<file path="config.mk">
export PLATFORM = sky130hd
export DESIGN_NAME = commit_perf_monitor
export DESIGN_NICKNAME = d
export VERILOG_FILES = /design/src/rtl/uarch_pkg.sv /design/src/rtl/sat_counter.sv /design/src/rtl/commit_perf_monitor.sv
export SDC_FILE = /design/constraint.sdc
export NUM_CORES = 1
export LEC_CHECK = 0
export CORE_MARGIN = 2
export CORE_UTILIZATION = 34
export DETAILED_ROUTE_END_ITERATION = 8
export RECOVER_POWER = 100
export SETUP_SLACK_MARGIN = 0.3
export SYNTH_ARGS = -nofsm -noshare
export SYNTH_HDL_FRONTEND = slang
export SYNTH_SLANG_ARGS = --single-unit
</file>
<file path="constraint.sdc">
create_clock -name clk -period 8.7 [get_ports clk]
set_clock_uncertainty 0.2 [all_clocks]
set_input_delay 1.305 -clock clk [delete_from_list [all_inputs] [get_ports clk]]
set_output_delay 1.305 -clock clk [all_outputs]
set_load 0.02 [all_outputs]
</file>
<file path="src/rtl/uarch_pkg.sv">
// uarch_pkg: shared micro-architecture definitions for the out-of-order core.
//
// Contents used by the retire-side performance monitor:
//   perf_state_t        - monitor phase (IDLE=0, RUN=1, SETTLE=2, HALT=3)
//   COMMIT_WIDTH_DEFAULT - retire lanes per cycle
//   PERF_CNT_W          - width of every performance counter
//   DONE_REG_DEFAULT    - architectural rd carrying the completion marker
//   DONE_VALUE_DEFAULT  - completion marker value
package uarch_pkg;

  typedef enum logic [1:0] {
    PERF_IDLE   = 2'd0,
    PERF_RUN    = 2'd1,
    PERF_SETTLE = 2'd2,
    PERF_HALT   = 2'd3
  } perf_state_t;

  localparam int          COMMIT_WIDTH_DEFAULT = 2;
  localparam int          PERF_CNT_W           = 32;
  localparam int          DONE_REG_DEFAULT     = 31;
  localparam logic [31:0] DONE_VALUE_DEFAULT   = 32'h0000_00FF;

endpackage

</file>
<file path="src/rtl/sat_counter.sv">
// sat_counter: saturating up-counter with a multi-bit increment.
//
// Ports:
//   clk, rst - clock, asynchronous active-high reset (count -> 0)
//   clr      - synchronous clear, wins over enable
//   en       - add inc this cycle
//   inc      - increment amount, INC_W bits wide
//   count    - current value, sticks at all-ones instead of wrapping
module sat_counter #(
  parameter int W     = 32,
  parameter int INC_W = 1
) (
  input  logic             clk,
  input  logic             rst,
  input  logic             clr,
  input  logic             en,
  input  logic [INC_W-1:0] inc,
  output logic [W-1:0]     count
);

  // One guard bit above the wider operand so the overflow is visible.
  localparam int SW = ((W > INC_W) ? W : INC_W) + 1;

  logic [SW-1:0] sum;
  logic [SW-1:0] max_val;

  always_comb begin
    sum     = SW'(count) + SW'(inc);
    max_val = SW'({W{1'b1}});
  end

  always_ff @(posedge clk or posedge rst) begin
    if (rst) begin
      count <= '0;
    end else if (clr) begin
      count <= '0;
    end else if (en) begin
      count <= (sum > max_val) ? {W{1'b1}} : sum[W-1:0];
    end
  end

endmodule

</file>
<file path="src/rtl/commit_perf_monitor.sv">
// commit_perf_monitor: retire-side cycle / instruction / event monitor.
//
// Taps the commit stage's per-lane retire bus, counts cycles, retired
// instructions and generic events while a program runs, detects completion
// from an architectural write of DONE_VALUE to DONE_REG, holds a settle
// window, and flags a watchdog timeout.
//
// Ports:
//   clk, rst      - core clock, asynchronous active-high reset
//   start         - pulse: (re)start into RUN, clears counters and flags
//   commit_valid  - per-lane retire strobe
//   commit_we     - per-lane rd write enable
//   commit_rd     - per-lane architectural destination
//   commit_data   - per-lane writeback value
//   event_in      - per-cycle event strobes
//   cycle_cnt     - cycles spent in RUN and SETTLE
//   instr_cnt     - retired instructions
//   event_cnt     - per-event counts
//   state         - monitor phase (IDLE=0, RUN=1, SETTLE=2, HALT=3)
//   done          - completed normally (sticky)
//   timeout       - watchdog expired (sticky)
//   commit_hist   - (PERF_HIST_EN only) bin k counts cycles with k retirements
//
// Build option: define PERF_HIST_EN to add the retirement histogram.
// All counters saturate; every output is a register.
module commit_perf_monitor
  import uarch_pkg::*;
#(
  parameter int          COMMIT_WIDTH  = COMMIT_WIDTH_DEFAULT,
  parameter int          CNT_W         = PERF_CNT_W,
  parameter int          NUM_EVENTS    = 4,
  parameter int          MAX_CYCLES    = 10000,
  parameter int          SETTLE_CYCLES = 10,
  parameter int          DONE_REG      = DONE_REG_DEFAULT,
  parameter logic [31:0] DONE_VALUE    = DONE_VALUE_DEFAULT
) (
  input  logic                                 clk,
  input  logic                                 rst,
  input  logic                                 start,
  input  logic [COMMIT_WIDTH-1:0]              commit_valid,
  input  logic [COMMIT_WIDTH-1:0]              commit_we,
  input  logic [COMMIT_WIDTH-1:0][4:0]         commit_rd,
  input  logic [COMMIT_WIDTH-1:0][31:0]        commit_data,
  input  logic [NUM_EVENTS-1:0]                event_in,
  output logic [CNT_W-1:0]                     cycle_cnt,
  output logic [CNT_W-1:0]                     instr_cnt,
  output logic [NUM_EVENTS-1:0][CNT_W-1:0]     event_cnt,
  output logic [1:0]                           state,
`ifdef PERF_HIST_EN
  output logic [COMMIT_WIDTH:0][CNT_W-1:0]     commit_hist,
`endif
  output logic                                 done,
  output logic                                 timeout
);

  localparam int RET_W = $clog2(COMMIT_WIDTH + 1);
  localparam int STL_W = (SETTLE_CYCLES > 1) ? $clog2(SETTLE_CYCLES) : 1;
  // Watchdog compare is done at least 32 bits wide so a narrow counter is
  // never compared against a truncated limit.
  localparam int WD_W  = (CNT_W > 32) ? CNT_W : 32;

  localparam logic [STL_W-1:0] SETTLE_LOAD = STL_W'(SETTLE_CYCLES - 1);
  localparam logic [WD_W-1:0]  WD_LIMIT    = WD_W'(MAX_CYCLES - 1);

  perf_state_t      state_q, state_d;
  logic [STL_W-1:0] settle_q, settle_d;
  logic             done_q, done_d;
  logic             timeout_q, timeout_d;

  logic [RET_W-1:0] n_retire;
  logic             marker_hit;
  logic             wd_hit;
  logic             counting;
  logic             count_clr;

  // Retire popcount and completion-marker detection across all lanes.
  // rd==0 can never carry the marker since x0 is hardwired to zero.
  always_comb begin
    n_retire   = '0;
    marker_hit = 1'b0;
    for (int i = 0; i < COMMIT_WIDTH; i++) begin
      n_retire = n_retire + RET_W'(commit_valid[i]);
      if (commit_valid[i] && commit_we[i] &&
          (commit_rd[i] == 5'(DONE_REG)) && (commit_rd[i] != 5'd0) &&
          (commit_data[i] == DONE_VALUE)) begin
        marker_hit = 1'b1;
      end
    end
  end

  assign wd_hit = (WD_W'(cycle_cnt) >= WD_LIMIT);

  // State register.
  always_ff @(posedge clk or posedge rst) begin
    if (rst) begin
      state_q   <= PERF_IDLE;
      settle_q  <= '0;
      done_q    <= 1'b0;
      timeout_q <= 1'b0;
    end else begin
      state_q   <= state_d;
      settle_q  <= settle_d;
      done_q    <= done_d;
      timeout_q <= timeout_d;
    end
  end

  // Next-state logic. start overrides everything; completion beats the
  // watchdog when both happen in the same RUN cycle.
  always_comb begin
    state_d = state_q;
    if (start) begin
      state_d = PERF_RUN;
    end else begin
      case (state_q)
        PERF_RUN: begin
          if (marker_hit)  state_d = PERF_SETTLE;
          else if (wd_hit) state_d = PERF_HALT;
        end
        PERF_SETTLE: begin
          if (settle_q == '0) state_d = PERF_HALT;
        end
        default: state_d = state_q;
      endcase
    end
  end

  // Output / datapath control.
  always_comb begin
    counting  = (state_q == PERF_RUN) || (state_q == PERF_SETTLE);
    count_clr = start;
    settle_d  = settle_q;
    done_d    = done_q;
    timeout_d = timeout_q;
    if (start) begin
      done_d    = 1'b0;
      timeout_d = 1'b0;
    end else begin
      case (state_q)
        PERF_RUN: begin
          if (marker_hit)  settle_d  = SETTLE_LOAD;
          else if (wd_hit) timeout_d = 1'b1;
        end
        PERF_SETTLE: begin
          if (settle_q == '0) done_d   = 1'b1;
          else                settle_d = settle_q - 1'b1;
        end
        default: ;
      endcase
    end
  end

  assign state   = state_q;
  assign done    = done_q;
  assign timeout = timeout_q;

  sat_counter #(.W(CNT_W), .INC_W(1)) u_cycle_cnt (
    .clk   (clk),
    .rst   (rst),
    .clr   (count_clr),
    .en    (counting),
    .inc   (1'b1),
    .count (cycle_cnt)
  );

  sat_counter #(.W(CNT_W), .INC_W(RET_W)) u_instr_cnt (
    .clk   (clk),
    .rst   (rst),
    .clr   (count_clr),
    .en    (counting),
    .inc   (n_retire),
    .count (instr_cnt)
  );

  for (genvar e = 0; e < NUM_EVENTS; e++) begin : g_event
    sat_counter #(.W(CNT_W), .INC_W(1)) u_event_cnt (
      .clk   (clk),
      .rst   (rst),
      .clr   (count_clr),
      .en    (counting),
      .inc   (event_in[e]),
      .count (event_cnt[e])
    );
  end

`ifdef PERF_HIST_EN
  for (genvar k = 0; k <= COMMIT_WIDTH; k++) begin : g_hist
    logic bin_hit;
    assign bin_hit = (n_retire == RET_W'(k));
    sat_counter #(.W(CNT_W), .INC_W(1)) u_bin (
      .clk   (clk),
      .rst   (rst),
      .clr   (count_clr),
      .en    (counting),
      .inc   (bin_hit),
      .count (commit_hist[k])
    );
  end
`endif

endmodule

</file>
==> results of run 1 <==
==> cells by family (layout without fill, tap and decap cells) <==
| group | after synthesis | after routing | synth area share [%] |
|---|---|---|---|
| flip-flops | 200 | 200 | 42.7 |
| multiplexers | 17 | 17 | 1.45 |
| XOR/XNOR | 13 | 13 | 0.972 |
| buffers and inverters | 125 | 357 | 4.22 |
| AO/OA/AOI/OAI | 332 | 332 | 18.7 |
| adder cells (fa/ha/maj) | 16 | 16 | 1.77 |
| AND/OR/NAND/NOR | 677 | 677 | 30.2 |
==> state kept, by name (all words and copies together), names as in the netlist <==
signal and flops:
g_event.u_event_cnt.count 128, u_cycle_cnt.count 32, timeout 1, u_instr_cnt.count 32, settle_q 4, state 2
done 1
==> through the flow <==
| step | setup slack, ps | util, % | area [um2] |
|---|---|---|---|
| global route | 2080 | 45.7 | 15400 |
| detailed placement | 3520 | 44.0 | 14800 |
| floorplan | 1740 | - | 11700 |
| global placement | 3590 | 44.0 | 14800 |
| finish | 2690 | 45.7 | 15400 |
| CTS | 3970 | 45.7 | 15400 |
==> layout make-up <==
type / count / area (um2) / share of cell area, %
clock inverters: 13 / 156 / 1.02
multi-input cells: 1055 / 6230 / 40.4
well taps: 448 / 561 / 3.64
inverters: 35 / 133 / 0.862
flip-flops and latches: 200 / 5000 / 32.5
repair buffers: 290 / 2870 / 18.6
clock buffers: 19 / 443 / 2.88
==> report_power, final <==
part / leakage [nW] / internal [W] / switching (W)
Sequential: 2.76 / 0.000939 / 0.0000156
Combinational: 3.44 / 0.0000751 / 0.000125
Clock: 0.290 / 0.000420 / 0.000403
==> metal layers <==
layer	share of wire, %	GRT usage (%)	wire length, um	vias to the layer above
li1	-	-	-	5659
met1	45	29.8	17600	5833
met2	47	34.9	18200	426
met3	6.6	4.13	2570	28
met4	1.2	4.32	448	0
met5	0	0	0	-
==> Yosys cell counts, types with 9 or more instances <==
master / instances
sky130_fd_sc_hd__dfrtp_1: 200
sky130_fd_sc_hd__nor2_1: 175
sky130_fd_sc_hd__nand3_1: 112
sky130_fd_sc_hd__a21oi_1: 110
sky130_fd_sc_hd__nand2_1: 87
sky130_fd_sc_hd__clkbuf_1: 74
sky130_fd_sc_hd__nor3_1: 69
sky130_fd_sc_hd__a311oi_1: 56
sky130_fd_sc_hd__and3_1: 53
sky130_fd_sc_hd__nand4_1: 47
sky130_fd_sc_hd__a211oi_1: 39
sky130_fd_sc_hd__o21ai_0: 36
sky130_fd_sc_hd__inv_1: 34
sky130_fd_sc_hd__nor4_1: 31
sky130_fd_sc_hd__a31oi_1: 27
sky130_fd_sc_hd__and4_1: 26
sky130_fd_sc_hd__and2_1: 21
sky130_fd_sc_hd__mux2i_1: 17
sky130_fd_sc_hd__ha_1: 15
sky130_fd_sc_hd__nor3b_1: 9
sky130_fd_sc_hd__o22ai_1: 9
sky130_fd_sc_hd__or4_1: 9
sky130_fd_sc_hd__xnor2_1: 9
==> worst max-delay path by stage <==
stage	startpoint	depth (start not counted)	slack (ps)	end
after floorplan	rst	1	1740	done
after global placement	event_in[1]	9	3590	g_event[1].u_event_cnt.count[27]
after detailed placement	event_in[1]	9	3520	g_event[1].u_event_cnt.count[27]
after CTS	event_in[1]	9	3970	g_event[1].u_event_cnt.count[27]
after global routing	rst	3	2080	g_event[2].u_event_cnt.count[0]
final	start	3	2690	g_event[1].u_event_cnt.count[25]
==> worst max-delay path, delay by kind of cell <==
family | cells | cell delay, ps
AND/OR/NAND/NOR | 1 | 140
buffers and inverters | 2 | 4460
==> results by group, run 1 <==
Floorplan
  • Area of the placeable core: 33700 um2
  • Die area: 36000 um2
  • # IOs: 281
  • Die Ht: 190 um
  • Die W: 190 um
  • Starting density of the core: 34.8%
  • Row cnt: 67

Clocking
  • Clock buffer depth: 2
  • # clock sinks: 200
  • Setup bufs post-CTS: 0
  • Clock latency at the later pin of the worst-skew pair: 440 ps
  • Post-CTS clock slew at the launch and capture registers of the worst setup and hold paths: 80 ps
  • CTS Buf Count: 17
  • Hold_buf cts: 0
  • Clk Tree Root Cell: sky130_fd_sc_hd__clkbuf_16
  • TritonCTS clock tree: done
  • Cts repair resizes: 0
  • Total number of H-tree levels: 4

Critical path
  • Critical path, cell by cell: clkbuf_1 > buf_4 > nor3_1
  • Critical R2R Launch: u_cycle_cnt.count[0]
  • Type of the worst setup path: primary input to register
  • Signal arrival time at the worst endpoint: 6080 ps
  • Slowest stage cell on the critical path: sky130_fd_sc_hd__clkbuf_1
  • Endpoint class of the critical path: register
  • Slack of the worst reg-to-reg path: 4870 ps
  • Biggest cell delay along the critical path: 3280 ps
  • Required @ worst endpoint: 8760 ps
  • Worst reg2reg endpoint: u_cycle_cnt.count[30]
  • Length in cells of the worst reg-to-reg path: 8
  • Type of element launching the critical path: primary input
  • CP Max Fanout: 102

Synthesis
  • Flip-flop cell with the highest count after synthesis: sky130_fd_sc_hd__dfrtp_1
  • Post-synthesis sequential area ratio: 42.7%
  • Post-synthesis register bit count: 200
  • Share of Yosys cell area claimed by the top area cell type: 42.7%
  • Most area-hungry cell type in the Yosys netlist: sky130_fd_sc_hd__dfrtp_1
  • Count of warnings emitted by yosys: 0
  • Most area-consuming cells after synthesis: sky130_fd_sc_hd__dfrtp_1 43%, sky130_fd_sc_hd__nor2_1 5.6%, sky130_fd_sc_hd__nand3_1 4.8%
  • Syn_nets: 1481
  • Count of mapped cells out of synthesis: 1380
  • Number of enable flip-flop cells after synthesis: 0
  • Post-Synthesis Mean Instance Area: 8.49 um2
  • Cell variety after synth: 63
  • Async set or reset register ratio after synthesis: 100%
  • Netlist area before placement: 11700 um2

Timing
  • Hold slack: 301 ps
  • Final cycle utilization of the critical path: 69.1%
  • RSZ-0062 raised after global routing: no
  • Count of endpoints failing hold in the final timing report: 0
  • Transition time of the tightest slew-check pin: 4790 ps
  • Number of endpoints failing setup at the final stage: 0
  • Final setup TNS: 0 ps
  • Achievable clock frequency: 166 MHz
  • Fin. max-slew vios: 252
  • Relative max-transition margin: -219%
  • Min Tclk post-route: 6010 ps

Status
  • Run status: complete, but fails checks
  • Violations in the final reports: max-capacitance violations, max-slew violations

Detailed routing
  • Final routed wire length divided by cell count: 18.9 um
  • Vias per std cell: 5.80
  • Routed via count: 11.9k
  • Final wirelength: 38.8 mm
  • Number of DRC violations after detailed-routing iteration 0: 1131
  • Number of search-and-repair iterations in the first detailed-routing pass: 5
  • Post-route ant nets: 0
  • DRC violation count after routing: 0

Pwr
  • P per Cell Area: 128 nW/um2
  • Static leakage: 6.50 nW
  • Power after layout: 0.00198 W
  • Maximum resistive drop on vdd: 0.000118 V

Layout
  • Area delta synth->final: 31.4%
  • Number of nets in the finished design: 1700
  • Most frequent cells in the layout: 200 x sky130_fd_sc_hd__dfrtp_1, 197 x sky130_fd_sc_hd__dlygate4sd3_1, 175 x sky130_fd_sc_hd__nor2_1
  • Count of non-filler cells in the finished layout: 2060
  • Final-layout fill cell count: 3300
  • Antenna diode count: 0
  • Most frequent standard cell in the layout excluding fill and tap cells: sky130_fd_sc_hd__dfrtp_1
  • Fraction of final layout cells with drive strength greater than 1: 4.03%

Placement
  • Final estimated routing congestion in global placement: 0.863
  • Final HPWL from detailed placement: 26.6 mm
  • Total placed cells including tap cells: 2028
  • # port buffers: 280

Global routing
  • Via count of the first global-routing pass: 11.2k
  • Wire length of the first global-routing pass: 62.4 mm
  • Number of antenna violations at the first check in global routing: 1
  • Pin count of the biggest net entering global routing: 103
  • Aggregate global-route resource usage: 21.4%
  • Grt total ovfl: 0

Worst hold path
  • Worst hold path class: register to register
  • Min-delay src: timeout
  • Instance count along the most critical hold path: 2
  • Worst Hold Endpoint: timeout

Run
  • Max-capacitance violation count: 3
(Power assumes the default switching activity.)
==> run 2, diff against run 1 <==
Clock period 8.7 ns to 6 ns, I/O delays scaled along.
==> run 2 against run 1 <==
  * Sequential power is 45% higher
  * Core utilization shrank 0.085 points
  * Critical endpoint is now g_event[1].u_event_cnt.count[17]
  * Combinational power up 44%
  * Clock power increased by 44%
  * Global-route usage fell by 0.074 points
  * Setup slack got worse by 1300 ps
  * Critical path type is now register to register
  * First-iteration DRC count is 2.9% higher
  * Sequential share of layout area increased by 0.061 points
  * Final cell count increased by 0.19%
  * Design area fell by 0.19%
  * The flow still finishes with violations (max-capacitance violations, max-slew violations)
==> results by group, run 2 (synthesis gave the netlist of run 1 again) <==
Floorplan
  • Die Ht: 190 um
  • Area of the placeable core: 33700 um2
  • Row cnt: 67
  • # IOs: 281
  • Die area: 36000 um2
  • Starting density of the core: 34.8%
  • Die W: 190 um

Critical path
  • Required @ worst endpoint: 6110 ps
  • Type of the worst setup path: register to register
  • Slowest stage cell on the critical path: sky130_fd_sc_hd__inv_1
  • Type of element launching the critical path: register
  • Most frequent cell on the critical path: sky130_fd_sc_hd__inv_1
  • Signal arrival time at the worst endpoint: 4680 ps
  • Critical path, cell by cell: inv_1 > ha_1 > inv_1 > clkbuf_1 > and2_0 > nand2_1 > o22ai_1 > nor2_1
  • CP top delay family: buffers and inverters
  • Endpoint class of the critical path: register
  • CP Max Fanout: 32
  • Biggest cell delay along the critical path: 1090 ps
  • Crit path buf inv count: 3

Timing
  • RSZ-0062 raised after global routing: no
  • Number of endpoints failing setup at the final stage: 0
  • Count of endpoints failing hold in the final timing report: 0
  • Transition time of the tightest slew-check pin: 2210 ps
  • Relative max-transition margin: -47.4%
  • Final setup TNS: 0 ps
  • Achievable clock frequency: 219 MHz
  • Final cycle utilization of the critical path: 76.2%
  • Min Tclk post-route: 4570 ps
  • Fin. max-slew vios: 113
  • Hold slack: 300 ps

Detailed routing
  • Final routed wire length divided by cell count: 18.7 um
  • Number of DRC violations after detailed-routing iteration 0: 1164
  • Final wirelength: 38.6 mm
  • Routed via count: 11.9k
  • Post-route ant nets: 0
  • DRC violation count after routing: 0
  • Vias per std cell: 5.78
  • Number of search-and-repair iterations in the first detailed-routing pass: 6

Layout
  • Top reg by flops: g_event.u_event_cnt.count
  • Flip-flop count of the largest register, all copies and words added: 128
  • Final-layout fill cell count: 3274
  • Registers with the most flip-flops: g_event.u_event_cnt.count x128, u_cycle_cnt.count x32, u_instr_cnt.count x32
  • Area delta synth->final: 31.1%
  • Seq. cell area: 5000 um2
  • Fin area: 15400 um2
  • Total area of multi-input combinational cells: 6170 um2
  • Fraction of final layout cells with drive strength greater than 1: 3.47%
  • Number of nets in the finished design: 1703
  • Most frequent standard cell in the layout excluding fill and tap cells: sky130_fd_sc_hd__dlygate4sd3_1
  • Most frequent cells in the layout: 202 x sky130_fd_sc_hd__dlygate4sd3_1, 200 x sky130_fd_sc_hd__dfrtp_1, 175 x sky130_fd_sc_hd__nor2_1
  • Count of non-filler cells in the finished layout: 2064

Clocking
  • Clk Tree Root Cell: sky130_fd_sc_hd__clkbuf_16
  • TritonCTS clock tree: done
  • Setup bufs post-CTS: 0
  • CTS Buf Count: 17
  • Post-CTS clock slew at the launch and capture registers of the worst setup and hold paths: 70 ps
  • # clock sinks: 200
  • Total number of H-tree levels: 4
  • Clock buffer depth: 2
  • Hold_buf cts: 0
  • Clock latency at the later pin of the worst-skew pair: 450 ps
  • Cts repair resizes: 0

Global routing
  • Number of antenna violations at the first check in global routing: 1
  • Aggregate global-route resource usage: 21.4%
  • Via count of the first global-routing pass: 11.2k
  • Grt total ovfl: 0
  • Wire length of the first global-routing pass: 62.1 mm
  • Pin count of the biggest net entering global routing: 157

Run
  • Max-capacitance violation count: 2

Status
  • Violations in the final reports: max-capacitance violations, max-slew violations
  • Run status: complete, but fails checks

Placement
  • Final estimated routing congestion in global placement: 0.885
  • # port buffers: 280
  • Area after detailed placement: 14900 um2
  • Total placed cells including tap cells: 2031
  • Final HPWL from detailed placement: 26.5 mm

Worst hold path
  • Worst hold path class: register to register

Pwr
  • Maximum resistive drop on vdd: 0.000199 V
  • P per Cell Area: 186 nW/um2
  • Static leakage: 6.51 nW
[run 2: cell count changes in the layout (fill, tap and decap cells not counted), sizes merged]
cell,change
clkinv,+1
dlygate4sd3,+5
clkbuf,+3
inv,-1
diode,+1
clkdlybuf4s50,-5
[run 2: final timing paths]
check                                                        end  cells after the start  slack (ps)   startpoint
worst max register to register  g_event[1].u_event_cnt.count[17]                      8        1430     state[0]
max in group asynchronous                   u_instr_cnt.count[2]                      3        2720          rst
worst min register to register                       settle_q[0]                      1         300  settle_q[0]
min in group asynchronous                  u_cycle_cnt.count[17]                      2         780          rst
worst min-delay path                                 settle_q[0]                      1         300  settle_q[0]
worst max-delay path            g_event[1].u_event_cnt.count[17]                      8        1430     state[0]
[run 2: layer usage]
layer | vias to the layer above | GRT usage [%] | wire length [um]
li1 | 5669 | - | -
met1 | 5755 | 29.9 | 17400
met2 | 461 | 34.1 | 17900
met3 | 40 | 3.69 | 2630
met4 | 0 | 5.99 | 652
met5 | - | 0 | 0
[run 2: worst register-to-register path, delay by kind of cell, from the launching register on]
family | cells | cell delay, ps
and+or+nand+nor | 3 | 920
AOI/OAI and AO/OA | 1 | 220
buffers and inverters | 3 | 2210
DFF | 1 | 370
adders and majority gates | 1 | 510
[run 2: stage by stage]
step           total power, W  util, %  setup slack (ps)
2_1_floorplan         0.00156        -              2310
3_3_place_gp          0.00171     44.1              1770
3_5_place_dp          0.00171     44.1              1670
4_1_cts               0.00291     45.8              2180
5_1_grt               0.00298     45.6              1100
6_report              0.00285     45.6              1430
[run 2: power breakdown]
part	internal [W]	total (W)	switching [W]
clock	0.000609	0.00118	0.000572
sequential	0.00136	0.00138	0.0000229
combinational	0.000108	0.000288	0.000180
[run 2: final cells by class]
class,instances,area share [%]
multi-input cells,1055,40.1
flip-flops and latches,200,32.6
repair buffers,293,18.9
well taps,448,3.65
clock buffers,19,2.95
clock inverters,13,0.871
inverters,35,0.863
diodes,1,0.0163
